`src/rtl/wb_regfile.sv`:
```
// Writeback stage: selects load vs ALU data, commits it to the register file,
// serves two write-through read ports and keeps a one-cycle retire record.
module wb_regfile #(
  parameter int DATA_W   = 32,
  parameter int ADDR_W   = 5,
  parameter bit ZERO_REG = 1'b1
) (
  input  logic              clk_i,
  input  logic              rst_i,
  input  logic              RegWrite_i,
  input  logic              Mem2Reg_i,
  input  logic [DATA_W-1:0] ReadData_i,
  input  logic [DATA_W-1:0] ALU_data_i,
  input  logic [ADDR_W-1:0] RDaddr_i,
  input  logic [ADDR_W-1:0] RS1addr_i,
  input  logic [ADDR_W-1:0] RS2addr_i,
  output logic [DATA_W-1:0] RS1data_o,
  output logic [DATA_W-1:0] RS2data_o,
  output logic [DATA_W-1:0] WBdata_o,
  output logic              WBvalid_o,
  output logic [ADDR_W-1:0] WBaddr_o,
  output logic [DATA_W-1:0] WBlast_o
);

  localparam int DEPTH = 2 ** ADDR_W;

  logic [DATA_W-1:0] regs [DEPTH];
  logic              we;
  logic              rd_is_zero;

  assign WBdata_o   = Mem2Reg_i ? ReadData_i : ALU_data_i;
  assign rd_is_zero = (RDaddr_i == '0);
  assign we         = RegWrite_i && !(ZERO_REG && rd_is_zero);

  always_ff @(posedge clk_i or negedge rst_i) begin
    if (!rst_i) begin
      for (int i = 0; i < DEPTH; i++) begin
        regs[i] <= '0;
      end
    end else if (we) begin
      regs[RDaddr_i] <= WBdata_o;
    end
  end

  // Record is updated every edge; WBaddr_o/WBlast_o are meaningful only with WBvalid_o.
  always_ff @(posedge clk_i or negedge rst_i) begin
    if (!rst_i) begin
      WBvalid_o <= 1'b0;
      WBaddr_o  <= '0;
      WBlast_o  <= '0;
    end else begin
      WBvalid_o <= we;
      WBaddr_o  <= RDaddr_i;
      WBlast_o  <= WBdata_o;
    end
  end

  // Reads are forced to zero while reset is held, so a pending bypass cannot leak out.
  always_comb begin
    RS1data_o = regs[RS1addr_i];
    if (!rst_i) begin
      RS1data_o = '0;
    end else if (ZERO_REG && (RS1addr_i == '0)) begin
      RS1data_o = '0;
    end else if (we && (RDaddr_i == RS1addr_i)) begin
      RS1data_o = WBdata_o;
    end
  end

  always_comb begin
    RS2data_o = regs[RS2addr_i];
    if (!rst_i) begin
      RS2data_o = '0;
    end else if (ZERO_REG && (RS2addr_i == '0)) begin
      RS2data_o = '0;
    end else if (we && (RDaddr_i == RS2addr_i)) begin
      RS2data_o = WBdata_o;
    end
  end

endmodule
```
`config.mk`:
```
export PLATFORM = sky130hd
export DESIGN_NAME = wb_regfile
export DESIGN_NICKNAME = d
export VERILOG_FILES = /design/src/rtl/wb_regfile.sv
export SDC_FILE = /design/constraint.sdc
export NUM_CORES = 2
export LEC_CHECK = 0
export CAP_MARGIN = 20
export CORE_MARGIN = 8
export CORE_UTILIZATION = 60
export DETAILED_ROUTE_END_ITERATION = 16
export GPL_TIMING_DRIVEN = 1
export PLACE_DENSITY = 0.79
export SLEW_MARGIN = 20
export SYNTH_ARGS = -nofsm -noshare
export SYNTH_HDL_FRONTEND = slang
export SYNTH_SLANG_ARGS = --single-unit
```
`constraint.sdc`:
```
create_clock -name clk_i -period 5.2 [get_ports clk_i]
set_input_delay 0.78 -clock clk_i [delete_from_list [all_inputs] [get_ports clk_i]]
set_output_delay 0.78 -clock clk_i [all_outputs]
set_load 0.02 [all_outputs]
```
### Word level (Yosys, flattened, before mapping)

Index checks and enable logic that the tools add are counted.

* register bits after elaboration: 1062
* input port bits: 83

* magnitude comparators: 4
* equality and inequality tests: 2
* muxes and demuxes: 16
* bitwise operators: 3
* reduce and logical (&&, ||, !) cells: 8

Operator list (count)
* 1024-bit bitwise mux: 1
* 32-bit 2-to-1 mux: 12
* 32-bit binary-select mux with 5-bit select: 2
* 32-bit demux with 5-bit select: 1
* 6-bit greater-or-equal comparator, second input constant: 3
* 5-bit inverter with 6-bit output: 3
* 5-bit zero test: 3
* 5-bit equality test: 2
* 6-bit by 1-bit < comparator with 1-bit output, second input constant: 1
* 1-bit logical AND: 4
* 1-bit zero test: 1

### Logic depth before layout (Yosys ltp)

* depth in word-level cells: 7
* mapped depth: 10

### Least setup slack after synthesis

No wires, ideal clock.

* kind: input to output
* from: input port RS2addr_i[0]
* to: output port RS2data_o[30]
* arrival: 2.548 ns
* required time: 4.420 ns
* setup slack: 1.872 ns
* stages on the path: 8
* buffers on the path: 3
* cells stage by stage: buf_2 > buf_2 > buf_2 > mux2_2 > a221oi_1 > a21oi_1 > o21ai_0 > o211ai_1

* longest elaborated chain between the ends: 7
* elaborated cells on any way between the ends: 10
* classes of those cells: eq/ne: 1; mux: 6; bitwise: 1; reduce/logical: 2

RTL lines
* start: declaration: RTL line 16 `input logic [ADDR_W-1:0] RS2addr_i,`
* 5-bit inverter with 6-bit output (not written as such): RTL line 71 `RS2data_o = regs[RS2addr_i];`
* 32-bit binary-select mux with 5-bit select: RTL line 71
* 32-bit 2-to-1 mux (not written as such) (2 in a row): RTL line 71
* 32-bit 2-to-1 mux: RTL line 76 `end else if (we && (RDaddr_i == RS2addr_i)) begin`
* 32-bit 2-to-1 mux (*): RTL line 74 `end else if (ZERO_REG && (RS2addr_i == '0)) begin`
* 32-bit 2-to-1 mux (*): RTL line 72 `if (!rst_i) begin`
* end: declaration: RTL line 18 `output logic [DATA_W-1:0] RS2data_o,`

Mark *: on every way between the ends. The rest lies on a longest branch, timed or not. The select of a mux whose other input is x is not followed.

### Worst setup path in the final report

* from: input port rst_i
* to: output port RS2data_o[23]

* longest elaborated chain between the ends: 1

RTL lines
* start: declaration: RTL line 9 `input logic rst_i,`
* 32-bit 2-to-1 mux: RTL line 72

Every way passes these cells.

==> results.tsv <==
metric	value	unit
Max Fclk	195	MHz
Synth Register Bits	1062	
Setup crit end kind	primary output	
Synth Area per Inst	10.7	um2
clk buf depth	3	
slowest stage cell, crit path	nor3_1	
post-synthesis cell count	5106	
status	complete, no violations	
crit path DAT	4.36	ns
Switch Pwr	7.68	mW
cell family with most CP delay	buffers and inverters	
placed cell count	6173	
vias in the first global route	45453	
Resized Gates After CTS	0	
Non-Filler Instances	6381	
Buf+Inv Stages, Crit Path	5	
Worst Hold Endpoint	regs[1010]	
part of the cycle the worst path needs	98.8	%
max_slew headroom	24.1	%
post-synthesis sequential area ratio	48.7	%
wire per inst	29.6	um
sw frac	31.1	%
die area	101000	um2
Comb pwr share	23.0	%
Filler Cells Inserted	6396	
Netlist cell types	50	
Area Growth Syn to Fin	12.9	%
htree depth	3	
prevailing post-synth register cell	dfrtp_1	
crit-path most repeated cell	buf_4	
final WL	189000	um
P_int	17.0	mW
r2r endpoint	regs[86]	
initial antenna violation count	10	
Clock Sinks	1062	
largest net degree at the start of global routing	181	
Root Driver	clkbuf_16	
GPL Wtd Cong	0.920	
Die Width	318	um
Reg2Reg Launch Point	regs[86]	
top-area cell type share of the netlist area	48.7	%
clock latency on the worst-skew pair	0.69	ns
IO buf count	216	
via/cell ratio	7.12	
Hold Path Depth	0	
Die Ht	318	um
worst hold start	regs[1010]	
Syn Nets	5189	
# DRC	0	
via count	45454	
synth top area cells	dfrtp_1, mux4_2, mux2i_1, a21oi_1, o21ai_0	
clk slew on worst S/H paths	0.06	ns
hpwl dp	118000	um
final hold violations	0	
DR iter-0 viols	6139	
leakage	26.4	nW
critical-path cell list	dlygate4sd3_1 > buf_8 > buf_4 > o311ai_4 > buf_4 > nor3_1 > a211o_1 > clkdlybuf4s50_1	
Rows	110	
Syn Std Cell Area	54600	um2
Reg2Reg Depth	2	
Worst path max stage delay	0.84	ns
Worst-Margin Slew	1.14	ns
setup slack after placement	0.319	ns
Hold Path Class	reg2reg	
core area	90100	um2
RSZ-0062 raised after global routing	no	
num ports	217	
Setup TNS	0	ns
Post CTS Setup Buffer Count	0	
first-pass GRT wire length	283000	um
final count of pins violating max slew	0	
Num CTS Buffers	107	
R2R setup slack	4.42	ns
initial core utilization	60.5	%
sequential power share	46.0	%
commonest non-fill, non-tap cell in the layout	dfrtp_1	
clock tree from TritonCTS	done	
post-route ant nets	0	
final setup fails	0	
critical path type	in2out	
fin crit period	5.14	ns
Worst Path Required	4.42	ns
number of synthesis warnings	0	
pwr dens	401	nW/um2
post-synth top area cell	dfrtp_1	
worst-path fanout max	36	
Tot GR Track Use	36.7	%
maximum vdd drop	304	uV
nets	5190	
Max-Cap Viols	0	
hold buffer count at cts	1	
CP Launch Type	primary input	
Min Hold Slack	0.396	ns
clock skew	0	ns
grt ovf	0	
Setup WS post-layout	0.0600	ns
share of power burned in the clock network	31.1	%
layout cells sized above 1	17.5	%
most frequent cells in the layout	dfrtp_1, a21oi_1, o21ai_0	
Post-synth EDFFs	0	
1st-pass router iterations	10	
FFs w/ async S/R, synth	100	%
-- logic make-up after synthesis --
| logic type | share of synthesized area (%) |
|---|---|
| AOI/OAI and AO/OA | 15.8 |
| xor gates and xnor gates | 0.160 |
| buffers and inverters | 4.71 |
| DFF | 48.7 |
| muxes | 22.1 |
| and+or+nand+nor | 8.62 |
-- synth_stat cells, types with 25 or more instances --
cell type and number:
dfrtp_1 1062, a21oi_1 609, nor2_1 566, o21ai_0 562, nand2_1 556, clkbuf_1 380
mux4_2 361, mux2i_1 333, buf_2 112, a221oi_1 86, mux2_2 51, o22ai_1 47
a221o_1 46, a22oi_1 40, o221ai_1 40, inv_1 36, buf_4 28, nor3_1 25
-- per-stage QoR --
stage                     power, mW  cell area [um2]  utilization, %
after detailed placement       16.9            58200            64.5
after global placement         16.6            58200            64.5
after global routing           25.7            61600            68.4
after CTS                      24.6            61600            68.3
after floorplan                14.9            54600               -
final                          24.7            61600            68.4
-- layer usage --
metal  up-vias  global-route usage [%]  wire (um)  share of wire (%)
met2      3644                    53.0      80500                 43
met3       909                    15.4      29600                 16
li1      18531                       -          -                  -
met1     22362                    46.9      66200                 35
met5         -                       0         46              0.024
met4         8                    20.1      12600                6.7
-- layout make-up --
cell class | instances | area, um2 | share of cell area (%)
flip-flops and latches | 1062 | 26600 | 43.1
multi-input cells | 3459 | 25800 | 41.9
repair buffers | 441 | 4160 | 6.75
clock buffers | 158 | 3100 | 5.03
well taps | 1176 | 1470 | 2.39
clock inverters | 41 | 348 | 0.564
inverters | 36 | 135 | 0.219
diodes | 8 | 20.0 | 0.0325
-- power groups by stage --
stage	combinational, mW	clock, mW	sequential [mW]
2_1_floorplan	3.92	0	11.0
3_3_place_gp	5.34	0	11.3
3_5_place_dp	5.53	0	11.4
4_1_cts	5.59	7.69	11.3
5_1_grt	6.14	8.04	11.5
6_report	5.68	7.68	11.4
-- registers in the layout, summed over array words and instances (netlist names) --
signal,count
regs,1024
WBlast_o,32
WBvalid_o,1
WBaddr_o,5
-- worst max-delay path by stage --
stage / endpoint / from / cells past startpoint
after CTS: RS2data_o[23] / rst_i / 8
after global placement: RS2data_o[15] / RS2addr_i[0] / 9
final: RS2data_o[23] / rst_i / 8
after global routing: RS2data_o[23] / rst_i / 8
after floorplan: RS2data_o[30] / RS2addr_i[0] / 8
after detailed placement: RS2data_o[15] / RS2addr_i[0] / 9
Power figures use the tool's default switching activity.
